$ cat src/rtl/cpu_reg_package.sv
// rtl/cpu_reg_package.sv - shared CPU peripheral address map and timer register layout
package cpu_reg_package;

  typedef enum logic [2:0] {
    uart_e,
    gpio_e,
    timer_e,
    spi_e
  } peripheral_e;

  localparam int unsigned PeripheralWindow = 32'h100;

  function automatic logic [31:0] get_address_start(input peripheral_e p);
    return 32'(p) * PeripheralWindow;
  endfunction

  function automatic logic [31:0] get_address_end(input peripheral_e p);
    return get_address_start(p) + PeripheralWindow - 32'd1;
  endfunction

  // Timer register indices; byte address is BaseAddress + index * Address_Wording
  localparam int unsigned CTRL     = 0;
  localparam int unsigned LOAD     = 1;
  localparam int unsigned COUNT    = 2;
  localparam int unsigned STATUS   = 3;
  localparam int unsigned PRESCALE = 4;
  localparam int unsigned NUM_REGS = 5;

  localparam int unsigned CTRL_EN          = 0;
  localparam int unsigned CTRL_AUTO_RELOAD = 1;
  localparam int unsigned CTRL_IRQ_EN      = 2;
  localparam int unsigned STATUS_EXPIRED   = 0;
  localparam int unsigned PRESCALE_WIDTH   = 16;

endpackage

$ cat src/rtl/timer_prescaler.sv
// rtl/timer_prescaler.sv - free-running prescale counter producing the timer tick
module timer_prescaler
  import cpu_reg_package::*;
(
  input  logic                      clk,
  input  logic                      rst_n,
  input  logic                      enable,
  input  logic                      clear,
  input  logic [PRESCALE_WIDTH-1:0] prescale,
  output logic                      tick
);

  logic [PRESCALE_WIDTH-1:0] count;

  // A clear cycle never ticks, so a software COUNT write always beats the tick.
  assign tick = enable && !clear && (count == prescale);

  always_ff @(posedge clk or negedge rst_n) begin
    if (!rst_n) begin
      count <= '0;
    end else if (!enable || clear || tick) begin
      count <= '0;
    end else begin
      count <= count + PRESCALE_WIDTH'(1);
    end
  end

endmodule

$ cat src/rtl/timer_cpu.sv
// rtl/timer_cpu.sv - CPU-mapped down-counting timer with prescaler, auto-reload and IRQ
module timer_cpu
  import cpu_reg_package::*;
#(
  parameter int unsigned BaseAddress     = 0,
  parameter int unsigned address_width   = 32,
  parameter int unsigned data_width      = 32,
  parameter int unsigned Address_Wording = 4
) (
  input  logic                     clk_i,
  input  logic                     reset_n_i,
  input  logic [address_width-1:0] address_i,
  input  logic [data_width-1:0]    data_i,
  input  logic                     rd_wr_i,
  output logic [data_width-1:0]    data_o,
  output logic                     irq_o
);

  logic [NUM_REGS-1:0]       sel;
  logic                      wr_ctrl;
  logic                      wr_load;
  logic                      wr_count;
  logic                      wr_status;
  logic                      wr_prescale;

  logic                      ctrl_en;
  logic                      ctrl_auto_reload;
  logic                      ctrl_irq_en;
  logic [data_width-1:0]     load_q;
  logic [data_width-1:0]     count_q;
  logic                      expired;
  logic [PRESCALE_WIDTH-1:0] prescale_q;

  logic                      en_rise;
  logic                      tick;
  logic                      expire;
  logic [data_width-1:0]     rdata;

  always_comb begin
    sel = '0;
    for (int n = 0; n < NUM_REGS; n++) begin
      sel[n] = (address_i == address_width'(BaseAddress + n * Address_Wording));
    end
  end

  assign wr_ctrl     = rd_wr_i && sel[CTRL];
  assign wr_load     = rd_wr_i && sel[LOAD];
  assign wr_count    = rd_wr_i && sel[COUNT];
  assign wr_status   = rd_wr_i && sel[STATUS];
  assign wr_prescale = rd_wr_i && sel[PRESCALE];

  assign en_rise = wr_ctrl && data_i[CTRL_EN] && !ctrl_en;
  assign expire  = tick && (count_q == '0);

  timer_prescaler u_prescaler (
    .clk      (clk_i),
    .rst_n    (reset_n_i),
    .enable   (ctrl_en),
    .clear    (wr_count || en_rise),
    .prescale (prescale_q),
    .tick     (tick)
  );

  always_comb begin
    rdata = '0;
    if (sel[CTRL]) begin
      rdata[CTRL_EN]          = ctrl_en;
      rdata[CTRL_AUTO_RELOAD] = ctrl_auto_reload;
      rdata[CTRL_IRQ_EN]      = ctrl_irq_en;
    end
    if (sel[LOAD])     rdata = load_q;
    if (sel[COUNT])    rdata = count_q;
    if (sel[STATUS])   rdata[STATUS_EXPIRED] = expired;
    if (sel[PRESCALE]) rdata[PRESCALE_WIDTH-1:0] = prescale_q;
  end

  always_ff @(posedge clk_i or negedge reset_n_i) begin
    if (!reset_n_i) begin
      ctrl_en          <= 1'b0;
      ctrl_auto_reload <= 1'b0;
      ctrl_irq_en      <= 1'b0;
      load_q           <= '0;
      count_q          <= '0;
      expired          <= 1'b0;
      prescale_q       <= '0;
      data_o           <= '0;
      irq_o            <= 1'b0;
    end else begin
      if (wr_ctrl) begin
        ctrl_en          <= data_i[CTRL_EN];
        ctrl_auto_reload <= data_i[CTRL_AUTO_RELOAD];
        ctrl_irq_en      <= data_i[CTRL_IRQ_EN];
      end else if (expire && !ctrl_auto_reload) begin
        ctrl_en <= 1'b0;
      end

      if (wr_load)     load_q     <= data_i;
      if (wr_prescale) prescale_q <= data_i[PRESCALE_WIDTH-1:0];

      // Reload uses the LOAD value held before this edge, so a same-cycle LOAD write waits.
      if (wr_count) begin
        count_q <= data_i;
      end else if (tick) begin
        if (count_q != '0) begin
          count_q <= count_q - data_width'(1);
        end else if (ctrl_auto_reload) begin
          count_q <= load_q;
        end
      end

      expired <= (expired && !(wr_status && data_i[STATUS_EXPIRED])) || expire;
      irq_o   <= expired && ctrl_irq_en;
      data_o  <= rdata;
    end
  end

endmodule

$ cat config.mk
export PLATFORM = sky130hd
export DESIGN_NAME = timer_cpu
export DESIGN_NICKNAME = d
export VERILOG_FILES = /design/src/rtl/cpu_reg_package.sv /design/src/rtl/timer_prescaler.sv /design/src/rtl/timer_cpu.sv
export SDC_FILE = /design/constraint.sdc
export NUM_CORES = 1
export LEC_CHECK = 0
export ABC_AREA = 0
export CAP_MARGIN = 20
export CORE_MARGIN = 2
export CORE_UTILIZATION = 56
export DETAILED_ROUTE_END_ITERATION = 7
export DONT_BUFFER_PORTS = 1
export HOLD_SLACK_MARGIN = 0.1
export PLACE_DENSITY = 0.73
export SYNTH_ARGS = -nofsm -noshare
export SYNTH_HDL_FRONTEND = slang
export SYNTH_SLANG_ARGS = --single-unit
$ cat constraint.sdc
create_clock -name clk_i -period 3.05 [get_ports clk_i]
set_input_delay 0.305 -clock clk_i [delete_from_list [all_inputs] [get_ports clk_i]]
set_output_delay 0.305 -clock clk_i [all_outputs]
set_load 0.01 [all_outputs]
==> results.py <==
metrics = {
    "run_status": {
        "status": "complete, but fails checks",
        "violations": "hold timing",
    },
    "grt": {
        "grt_max_degree": 134,
        "first_global_vias": 5203,
        "grt_pass1_wl_um": 26600,
        "grt_overflow": 0,
        "antenna_found_initial": 0,
        "grtUsageTotal_pct": 26.4,
    },
    "logic_synthesis": {
        "synth.cell_area_um2": 6590,
        "synth_top_family_by_area": "compound AO/OA/AOI/OAI gates",
        "syn_area_per_cell_um2": 10.8,
        "synth_edf_count": 0,
        "syn-num-nets": 682,
        "postSynthCellCount": 612,
        "synthSimpleGateAreaFrac_pct": 14.5,
        "yosysUniqueCellTypes": 55,
        "ys_ff_latch": 133,
        "synth_adder_area_share_pct": 0.570,
        "synth-xor-area-share_pct": 6.12,
        "synthArstFlopShare_pct": 100,
        "synth_compound_area_share_pct": 14.9,
        "synth_seq_area_share_pct": 50.5,
        "synthMuxAreaShare_pct": 9.19,
        "ys_warn_count": 0,
        "synth_ff_type": "dfrtp_1",
    },
    "placement": {
        "dp_hpwl_um": 10500,
        "port_buffers": 0,
        "place_inst": 738,
        "place.gp.congestion": 0.905,
        "dp_slack_ns": 0.0880,
    },
    "timing": {
        "hold_ws_ns": -0.414,
        "worst_pin_slew_ns": 0.835,
        "min_period_over_period_pct": 97.0,
        "report.final.slew_viol_count": 0,
        "hold_viol_final": 133,
        "layout_min_cycle_time_ns": 2.96,
        "grt_setup_unrepaired": "no",
        "finalClockSkew_ns": 0.00509,
        "final-setup-viol-count": 0,
        "max_slew_margin_pct": 44.3,
        "fmax_mhz": 338,
        "finalWorstSetupSlack_ns": 0.0921,
        "final.setup.tns_ns": 0,
    },
    "cells_and_area": {
        "instances_no_fill": 802,
        "fillCellCount": 883,
        "syn_to_final_growth_pct": 16.9,
        "diodes": 0,
        "nNetsFinal": 716,
        "drive_gt1_share_pct": 15.2,
        "seq_area_um2": 3330,
        "multi_input_area_um2": 2990,
    },
    "clock_tree": {
        "cts-root-buf": "clkbuf_16",
        "clk_latency_ns": 0.42,
        "cts_tree": "built",
        "cts.sinks": 133,
        "numCtsBuffers": 17,
        "clockBufferDepth": 2,
        "clk_pin_slew_ns": 0.06,
        "cts_hold_buf": 32,
        "htreeDepth": 4,
        "cts_setup_buffers": 0,
    },
    "power": {
        "leakagePower_nw": 3.59,
        "fin_total_pwr_w": 0.00389,
        "max-vdd-ir-drop_mv": 0.665,
        "p_per_area_nw_per_um2": 505,
    },
    "worst_setup_path": {
        "arrival_ns": 3.26,
        "worstSetupEndpointType": "register",
        "path_class": "reg2reg",
        "worstSetupStartpointType": "register",
        "path_max_fanout": 29,
        "required_ns": 3.35,
    },
    "floorplan": {
        "io_pins": 100,
        "initial_core_util_pct": 57.4,
        "core_um2": 11500,
        "die_y_um": 112,
        "die_w_um": 112,
        "rows": 39,
        "dieArea_um2": 12600,
    },
    "hold_path": {
        "hp-class": "in2async",
    },
    "routing": {
        "ant_nets": 0,
        "route.detailed.drc": 0,
        "viasPerCell": 6.29,
        "wirelength_um": 16000,
        "vias": 5048,
        "wire_per_inst_um": 19.9,
        "dr.first_iter.drc_count": 391,
        "drt_first_pass_iters": 5,
    },
    "run": {
        "drv_cap": 0,
    },
}
critical path: stages (launching register included):
cell and delay (ns):
dfrtp_1 0.38, inv_1 0.10, ha_1 0.17, or4b_1 0.43
or3_1 0.38, or4_1 0.47, o2111ai_2 0.26, buf_6 0.28
a211oi_1 0.09, a221o_1 0.29
layout make-up:
class,count,share of cell area (%)
flip-flops and latches,133,43.2
inverters,24,1.17
multi-input cells,413,38.8
clock inverters,9,1.62
clock buffers,23,6.20
repair buffers,57,6.64
well taps,143,2.32
cells in the final DEF, fill, tap and decap left out, types with 4 or more instances in the layout:
| master | count |
|---|---|
| o221ai_1 | 5 |
| clkinv_2 | 4 |
| nor3_1 | 13 |
| inv_1 | 24 |
| dlygate4sd3_1 | 32 |
| and2_1 | 6 |
| nand4_1 | 8 |
| mux2_1 | 11 |
| or4_1 | 7 |
| buf_4 | 24 |
| and3_1 | 7 |
| nand3_1 | 15 |
| nor2_1 | 61 |
| a22o_1 | 20 |
| a211oi_1 | 16 |
| a222oi_1 | 13 |
| a2bb2oi_1 | 4 |
| xnor2_1 | 33 |
| mux2_2 | 39 |
| o21ai_0 | 9 |
| nand2_1 | 29 |
| clkbuf_16 | 17 |
| a21oi_1 | 12 |
| nor4b_1 | 4 |
| dfrtp_1 | 133 |
| o21ai_1 | 6 |
| a221o_1 | 16 |
| or3_1 | 6 |
| nor4_1 | 20 |
| xor2_1 | 13 |
through the flow:
step | util [%] | area [µm²] | hold slack [ns]
after detailed placement | 59.1 | 6780 | 0.0138
after global placement | 59.1 | 6780 | 0.0142
after floorplan | - | 6590 | 0.00941
after global routing | 67.2 | 7700 | -0.436
after CTS | 67.1 | 7700 | -0.432
final | 67.2 | 7700 | -0.414
state kept, by name, indices dropped and copies added (netlist names), 16 cells and up:
| register | count |
|---|---|
| prescale_q | 16 |
| u_prescaler.count | 16 |
| count_q | 32 |
| load_q | 32 |
| data_o | 32 |
metal layers:
metal  GRT usage, %  routed length, µm
met5              0                  0
met4           8.86                221
met3           7.07                938
met2           43.5               7990
met1           34.2               6840
path summary, 6_finish.rpt:
check / start / endpoint / slack (ns) / cells past startpoint
setup / recovery: count_q[0] / count_q[2] / 0.09 / 9
hold / removal: reset_n_i / data_o[16] / -0.41 / 0
setup reg to reg: count_q[0] / count_q[2] / 0.09 / 9
hold reg to reg: u_prescaler.count[0] / u_prescaler.count[0] / 0.50 / 1
max in group asynchronous: reset_n_i / load_q[7] / 3.29 / 0
min in group clk_i: rd_wr_i / expired / 0.12 / 3
where the power goes:
group | internal (W) | leakage [nW] | switching, W
sequential | 0.00177 | 1.84 | 0.00000000306
clock | 0.00134 | 0.293 | 0.000727
combinational | 0.0000333 | 1.46 | 0.0000188
total | 0.00314 | 3.59 | 0.000745
cell families (layout without fill, tap and decap cells):
group | after synthesis | after routing
XOR/XNOR | 46 | 46
flip-flops | 133 | 133
adder cells (fa/ha/maj) | 3 | 3
multiplexers | 53 | 53
AO/OA/AOI/OAI | 122 | 122
AND/OR/NAND/NOR | 189 | 189
buffers and inverters | 66 | 113
synthesized netlist by cell type, drive strengths merged (2+ instances only):
| cell | count | share of area (%) |
|---|---|---|
| o31ai | 2 | 0.23 |
| a211oi | 16 | 1.8 |
| or3 | 6 | 0.57 |
| a22o | 20 | 2.7 |
| and3 | 7 | 0.66 |
| o21bai | 2 | 0.23 |
| and4 | 3 | 0.40 |
| mux2 | 50 | 8.5 |
| inv | 24 | 1.4 |
| nor2 | 61 | 3.5 |
| a222oi | 13 | 2.0 |
| o22ai | 2 | 0.19 |
| o221a | 3 | 0.51 |
| xor2 | 13 | 1.7 |
| nor4b | 4 | 0.53 |
| and2 | 6 | 0.57 |
| nand2b | 3 | 0.28 |
| nand4 | 8 | 0.76 |
| mux2i | 2 | 0.30 |
| xnor2 | 33 | 4.4 |
| a2bb2oi | 4 | 0.53 |
| nor2b | 2 | 0.19 |
| or4 | 7 | 0.80 |
| dfrtp | 133 | 51 |
| nand3 | 15 | 1.1 |
| nand2 | 29 | 1.7 |
| nor3 | 13 | 0.99 |
| o21ai | 15 | 1.1 |
| a221o | 16 | 2.4 |
| ha | 3 | 0.57 |
| buf | 12 | 1.1 |
| a21oi | 12 | 0.91 |
| o221ai | 5 | 0.66 |
| nor4 | 21 | 2.0 |
| clkbuf | 30 | 1.7 |
| a31oi | 3 | 0.28 |
what timing repair did:
action | 4_1_cts | 5_1_grt
endpoints found under the hold margin | 211 | 133
gates resized for setup | 0 | 1
setup endpoints to repair | 0 | 8
No activity file was read; power rests on OpenSTA's default activity.
